[config.mk]
export PLATFORM = sky130hd
export DESIGN_NAME = gf180mcu_fd_sc_mcu7t5v0__tribus_arb
export DESIGN_NICKNAME = d
export VERILOG_FILES = /design/src/rtl/gf180mcu_fd_sc_mcu7t5v0__tribus_arb.sv
export SDC_FILE = /design/constraint.sdc
export NUM_CORES = 1
export LEC_CHECK = 0
export CORE_ASPECT_RATIO = 0.7
export CORE_MARGIN = 1
export CORE_UTILIZATION = 53
export CTS_CLUSTER_SIZE = 30
export DETAILED_ROUTE_END_ITERATION = 6
export PLACE_DENSITY = 0.78
export SYNTH_ARGS = -nofsm -noshare
export SYNTH_HDL_FRONTEND = slang
export SYNTH_SLANG_ARGS = --single-unit
[constraint.sdc]
create_clock -name CLK -period 3.05 [get_ports CLK]
set_input_delay 0.305 -clock CLK [delete_from_list [all_inputs] [get_ports CLK]]
set_output_delay 0.305 -clock CLK [all_outputs]
set_load 0.02 [all_outputs]
[src/rtl/gf180mcu_fd_sc_mcu7t5v0__tribus_arb.sv]
// Round-robin arbiter for N tristate drivers sharing one bus, with DEAD-cycle turnaround.
// Define GF180MCU_FD_SC_MCU7T5V0__TRIBUS_ARB_TIMEOUT_EN to compile in forced release after MAX_HOLD cycles.
module gf180mcu_fd_sc_mcu7t5v0__tribus_arb #(
    parameter int unsigned N        = 4,
    parameter int unsigned DEAD     = 2,
    parameter int unsigned MAX_HOLD = 16
) (
    input  logic         CLK,
    input  logic         RST,
    input  logic [N-1:0] REQ,
    output logic [N-1:0] EN,
    output logic [2:0]   OWNER,
    output logic         BUSY,
    output logic         TOUT
);

    typedef enum logic [1:0] {
        IDLE  = 2'd0,
        DRIVE = 2'd1,
        TURN  = 2'd2
    } state_t;

    localparam logic [N-1:0] ONE = {{(N-1){1'b0}}, 1'b1};

    state_t       state, state_n;
    logic [N-1:0] en_q, en_n;
    logic [2:0]   owner_q, owner_n;
    logic [2:0]   ptr, ptr_n;
    logic [3:0]   turn_cnt, turn_n;

    logic [2:0]   win;
    logic         found;
    logic [N-1:0] win_mask;
    logic         own_req;
    logic         others_req;
    logic         do_grant;
    int unsigned  j;

    // Search upward from ptr, wrapping modulo N.
    always_comb begin
        win   = '0;
        found = 1'b0;
        j     = 0;
        for (int unsigned i = 0; i < N; i++) begin
            j = int'(ptr) + i;
            if (j >= N) j = j - N;
            if (!found && (|(REQ & (ONE << j)))) begin
                found = 1'b1;
                win   = 3'(j);
            end
        end
    end

    assign win_mask   = ONE << win;
    // en_q is one-hot on the owner while driving, so masking REQ with it selects REQ[OWNER].
    assign own_req    = |(REQ & en_q);
    assign others_req = |(REQ & ~en_q);

`ifdef GF180MCU_FD_SC_MCU7T5V0__TRIBUS_ARB_TIMEOUT_EN
    logic [7:0] hold_cnt, hold_n;
    logic       tout_q, tout_n;
    logic       timeout;

    assign timeout = (state == DRIVE) && own_req && others_req &&
                     (hold_cnt >= 8'(MAX_HOLD - 1));
`endif

    always_comb begin
        state_n  = state;
        en_n     = en_q;
        owner_n  = owner_q;
        ptr_n    = ptr;
        turn_n   = turn_cnt;
        do_grant = 1'b0;
`ifdef GF180MCU_FD_SC_MCU7T5V0__TRIBUS_ARB_TIMEOUT_EN
        hold_n   = hold_cnt;
        tout_n   = 1'b0;
`endif
        case (state)
            IDLE: begin
                if (|REQ) do_grant = 1'b1;
            end
            DRIVE: begin
                if (!own_req) begin
                    state_n = TURN;
                    en_n    = '0;
                    turn_n  = '0;
                end
`ifdef GF180MCU_FD_SC_MCU7T5V0__TRIBUS_ARB_TIMEOUT_EN
                else if (timeout) begin
                    state_n = TURN;
                    en_n    = '0;
                    turn_n  = '0;
                    tout_n  = 1'b1;
                end else if (hold_cnt != '1) begin
                    hold_n = hold_cnt + 8'd1;
                end
`endif
            end
            TURN: begin
                if (turn_cnt == 4'(DEAD - 1)) begin
                    if (|REQ) do_grant = 1'b1;
                    else      state_n  = IDLE;
                end else begin
                    turn_n = turn_cnt + 4'd1;
                end
            end
            default: begin
                state_n = IDLE;
                en_n    = '0;
            end
        endcase

        if (do_grant) begin
            state_n = DRIVE;
            en_n    = win_mask;
            owner_n = win;
            ptr_n   = (win == 3'(N - 1)) ? 3'd0 : win + 3'd1;
`ifdef GF180MCU_FD_SC_MCU7T5V0__TRIBUS_ARB_TIMEOUT_EN
            hold_n  = '0;
`endif
        end
    end

    always_ff @(posedge CLK) begin
        if (RST) begin
            state    <= IDLE;
            en_q     <= '0;
            owner_q  <= '0;
            ptr      <= '0;
            turn_cnt <= '0;
        end else begin
            state    <= state_n;
            en_q     <= en_n;
            owner_q  <= owner_n;
            ptr      <= ptr_n;
            turn_cnt <= turn_n;
        end
    end

`ifdef GF180MCU_FD_SC_MCU7T5V0__TRIBUS_ARB_TIMEOUT_EN
    always_ff @(posedge CLK) begin
        if (RST) begin
            hold_cnt <= '0;
            tout_q   <= 1'b0;
        end else begin
            hold_cnt <= hold_n;
            tout_q   <= tout_n;
        end
    end

    assign TOUT = tout_q;
`else
    assign TOUT = 1'b0;
`endif

    assign EN    = en_q;
    assign BUSY  = |en_q;
    assign OWNER = owner_q;

endmodule

==> out/results.ini <==
[sta]
report.final.setup_viol=0
finalWorstSetupSlack_ns=0.422
tightest_slew_ns=0.643
slew_viol_final=0
rsz0062_at_grt=no
fin_skew_ns=0.00397
setup_tns_ns=0
finalHoldViolations=0
slew_headroom=0.571
fin_crit_sh=0.862
max_freq_mhz=380
holdWs_ns=0.502
timing.final.crit_period_ns=2.63

[final_layout]
finish.net_count=159
final_cells=161
final_core_util=0.667
final_cell_area_sq_mm=0.00125
antennaDiodeCount=0
area_growth_pct=16.9
drive_above_1_share=0.0791

[job]
max_cap_viol_count=0

[clocking]
clock_sinks=16
cts-hold-fix-buffers=0
cts_made_buffers=3
cts_setup_buffers=0
htree_levels=1
clk_pin_slew_ns=0.08
ctsResizeCount=0
ctsLongestPathBuffers=2
cts_tree=built
clock_latency_ns=0.28
root_buffer=clkbuf_4

[placed_design]
place_ws_ns=0.317
dpl_cell_area_sq_mm=0.00122
dpl.cell_count=158
hpwlAfterDp_microns=1920
port_buffers=13
gp_congestion=0.946

[setup_path]
arrival_ns=2.81
cp_top_family=compound AO/OA/AOI/OAI gates
crit_chain=buf_4, ha_1, a222oi_1, o21a_2, o211ai_1, o21ai_0, inv_1, ha_1, nor2_1, nand2_1, o32ai_1
r2r-start=ptr[0]$_SDFFE_PP0P_
cp-startpoint=ptr[0]$_SDFFE_PP0P_
worst-setup-path-type=reg -> reg
worst_setup_path_start_kind=flip-flop
crit_path_max_fanout=9
cp_slowest_cell=o21ai_0
crit_buf_inv=2
path_common_cell=ha_1
crit_path_end_kind=flip-flop
required_ns=3.23
max_stage_delay_ns=0.42

[routing]
first_pass_iters=4
viasPerCell=6.04
vias=972
drc=0
ant_nets=0
drtIter0Drc=43
routed_wl_microns=2500
drt-wirelength-per-cell_microns=15.5

[logic_synthesis]
ys.flop_type=dfxtp_1
synth_top_area_share=0.300
synth_cell_type_count=40
syn_nets=142
synthTopCellsByArea=dfxtp_1 (30%), ha_1 (14%), nor2_1 (5.3%), a22oi_1 (4.9%), a211oi_1 (4.2%)
yosys.area.top_type=dfxtp_1
syn_inst=124
yosysSeqAreaShare=0.300
ys_ff_latch=16
synthArstFlopShare=0
ys_warn_count=0
synth-edff-count=0
avgSynthCellArea_sq_um=8.61
syn_area_sq_mm=0.00107

[power]
power_density_mw_per_mm2=1020
max-vdd-ir-drop_v=0.000653
p_leak_nw=0.493
p_total_mw=1.27

[die]
design.core.area_sq_mm=0.00187
die_w_microns=55.6
row_count=13
io_pins=15
start_util=0.571
fp.dieH_microns=39.5
die-area_sq_mm=0.00220

[hold_path]
worstHoldStart=OWNER[0]$_SDFFE_PP0P_
min_path_type=reg -> reg

[global_routing]
grt.met2_usage=0.346
met1_usage=0.345
busiest_layer=met2
grt_pass1_wl_microns=3920
antenna_found_initial=0
grt_use_met3=0.0825
gr-total-overflow=0
grt_start_max_net_pins=16
grt_pass1_vias=854
grt_usage=0.245

[run_status]
status=finished clean

-- metal layers --
metal	vias to the layer above	part of all wire
met5	-	0
met4	0	0.0056
met3	3	0.067
met2	43	0.42
met1	435	0.50
li1	491	-
-- Yosys cell counts (2+ instances only) --
library cell   n
dfxtp_1       16
nor2_1        15
ha_1          12
inv_1          8
nand2_1        8
a22oi_1        7
a211oi_1       6
a32o_1         4
o21ai_0        4
a21oi_1        3
mux2i_1        3
nor3_1         3
a31oi_1        2
and2_1         2
and4_1         2
clkbuf_1       2
nor2b_1        2
nor4_1         2
xor2_1         2
-- layout by cell type (no fill, tap or decap), types with 2 or more instances in the layout --
cell,count
nor4_1,2
nor2_1,15
and2_1,2
clkdlybuf4s50_1,13
o21ai_0,4
mux2i_1,3
ha_1,12
a32o_1,4
clkbuf_4,3
nor2b_1,2
and4_1,2
a211oi_1,6
nor3_1,3
buf_4,2
inv_1,8
a31oi_1,2
nand2_1,8
a22oi_1,7
dfxtp_1,16
xor2_1,2
a21oi_1,3
-- final timing paths --
kind / to / slack, ns / depth (start not counted)
min reg2reg: OWNER[0]$_SDFFE_PP0P_ / 0.50 / 2
min: OWNER[0]$_SDFFE_PP0P_ / 0.50 / 2
max: ptr[2]$_SDFFE_PP0P_ / 0.42 / 11
max reg2reg: ptr[2]$_SDFFE_PP0P_ / 0.42 / 11
-- power breakdown --
group          switching (mW)  internal [mW]
registers              0.0529          0.273
clock network          0.0607         0.0458
logic                   0.483          0.356
-- state kept, by name (all words and copies together) (netlist names) --
signal and count:
state 2, ptr 3, turn_cnt 4, OWNER 3, EN 4
-- tightest hold or removal path, delay by kind of cell, from the launching register on --
family,cells,cell delay [ns]
DFF,1,0.31
and+or+nand+nor,1,0.10
AOI/OAI and AO/OA,1,0.05
-- layout make-up --
type | count | area [sq um]
repair buffers | 15 | 145
multi-input cells | 97 | 702
fillers | 175 | 623
well taps | 22 | 27.5
flip-flops and latches | 16 | 320
clock buffers | 3 | 22.5
inverters | 8 | 30.0
-- cells by family (layout without fill, tap and decap cells) --
group	Yosys count	in the layout	share of synthesized area
compound gates	37	37	0.265
other cells	1	1	0.00351
mux	3	3	0.0281
fa+ha+maj	12	12	0.141
xor+xnor	2	2	0.0164
buf+inv	11	26	0.0422
flops	16	16	0.300
simple gates	42	42	0.204
Note: power is estimated with default switching activity, not from simulation.
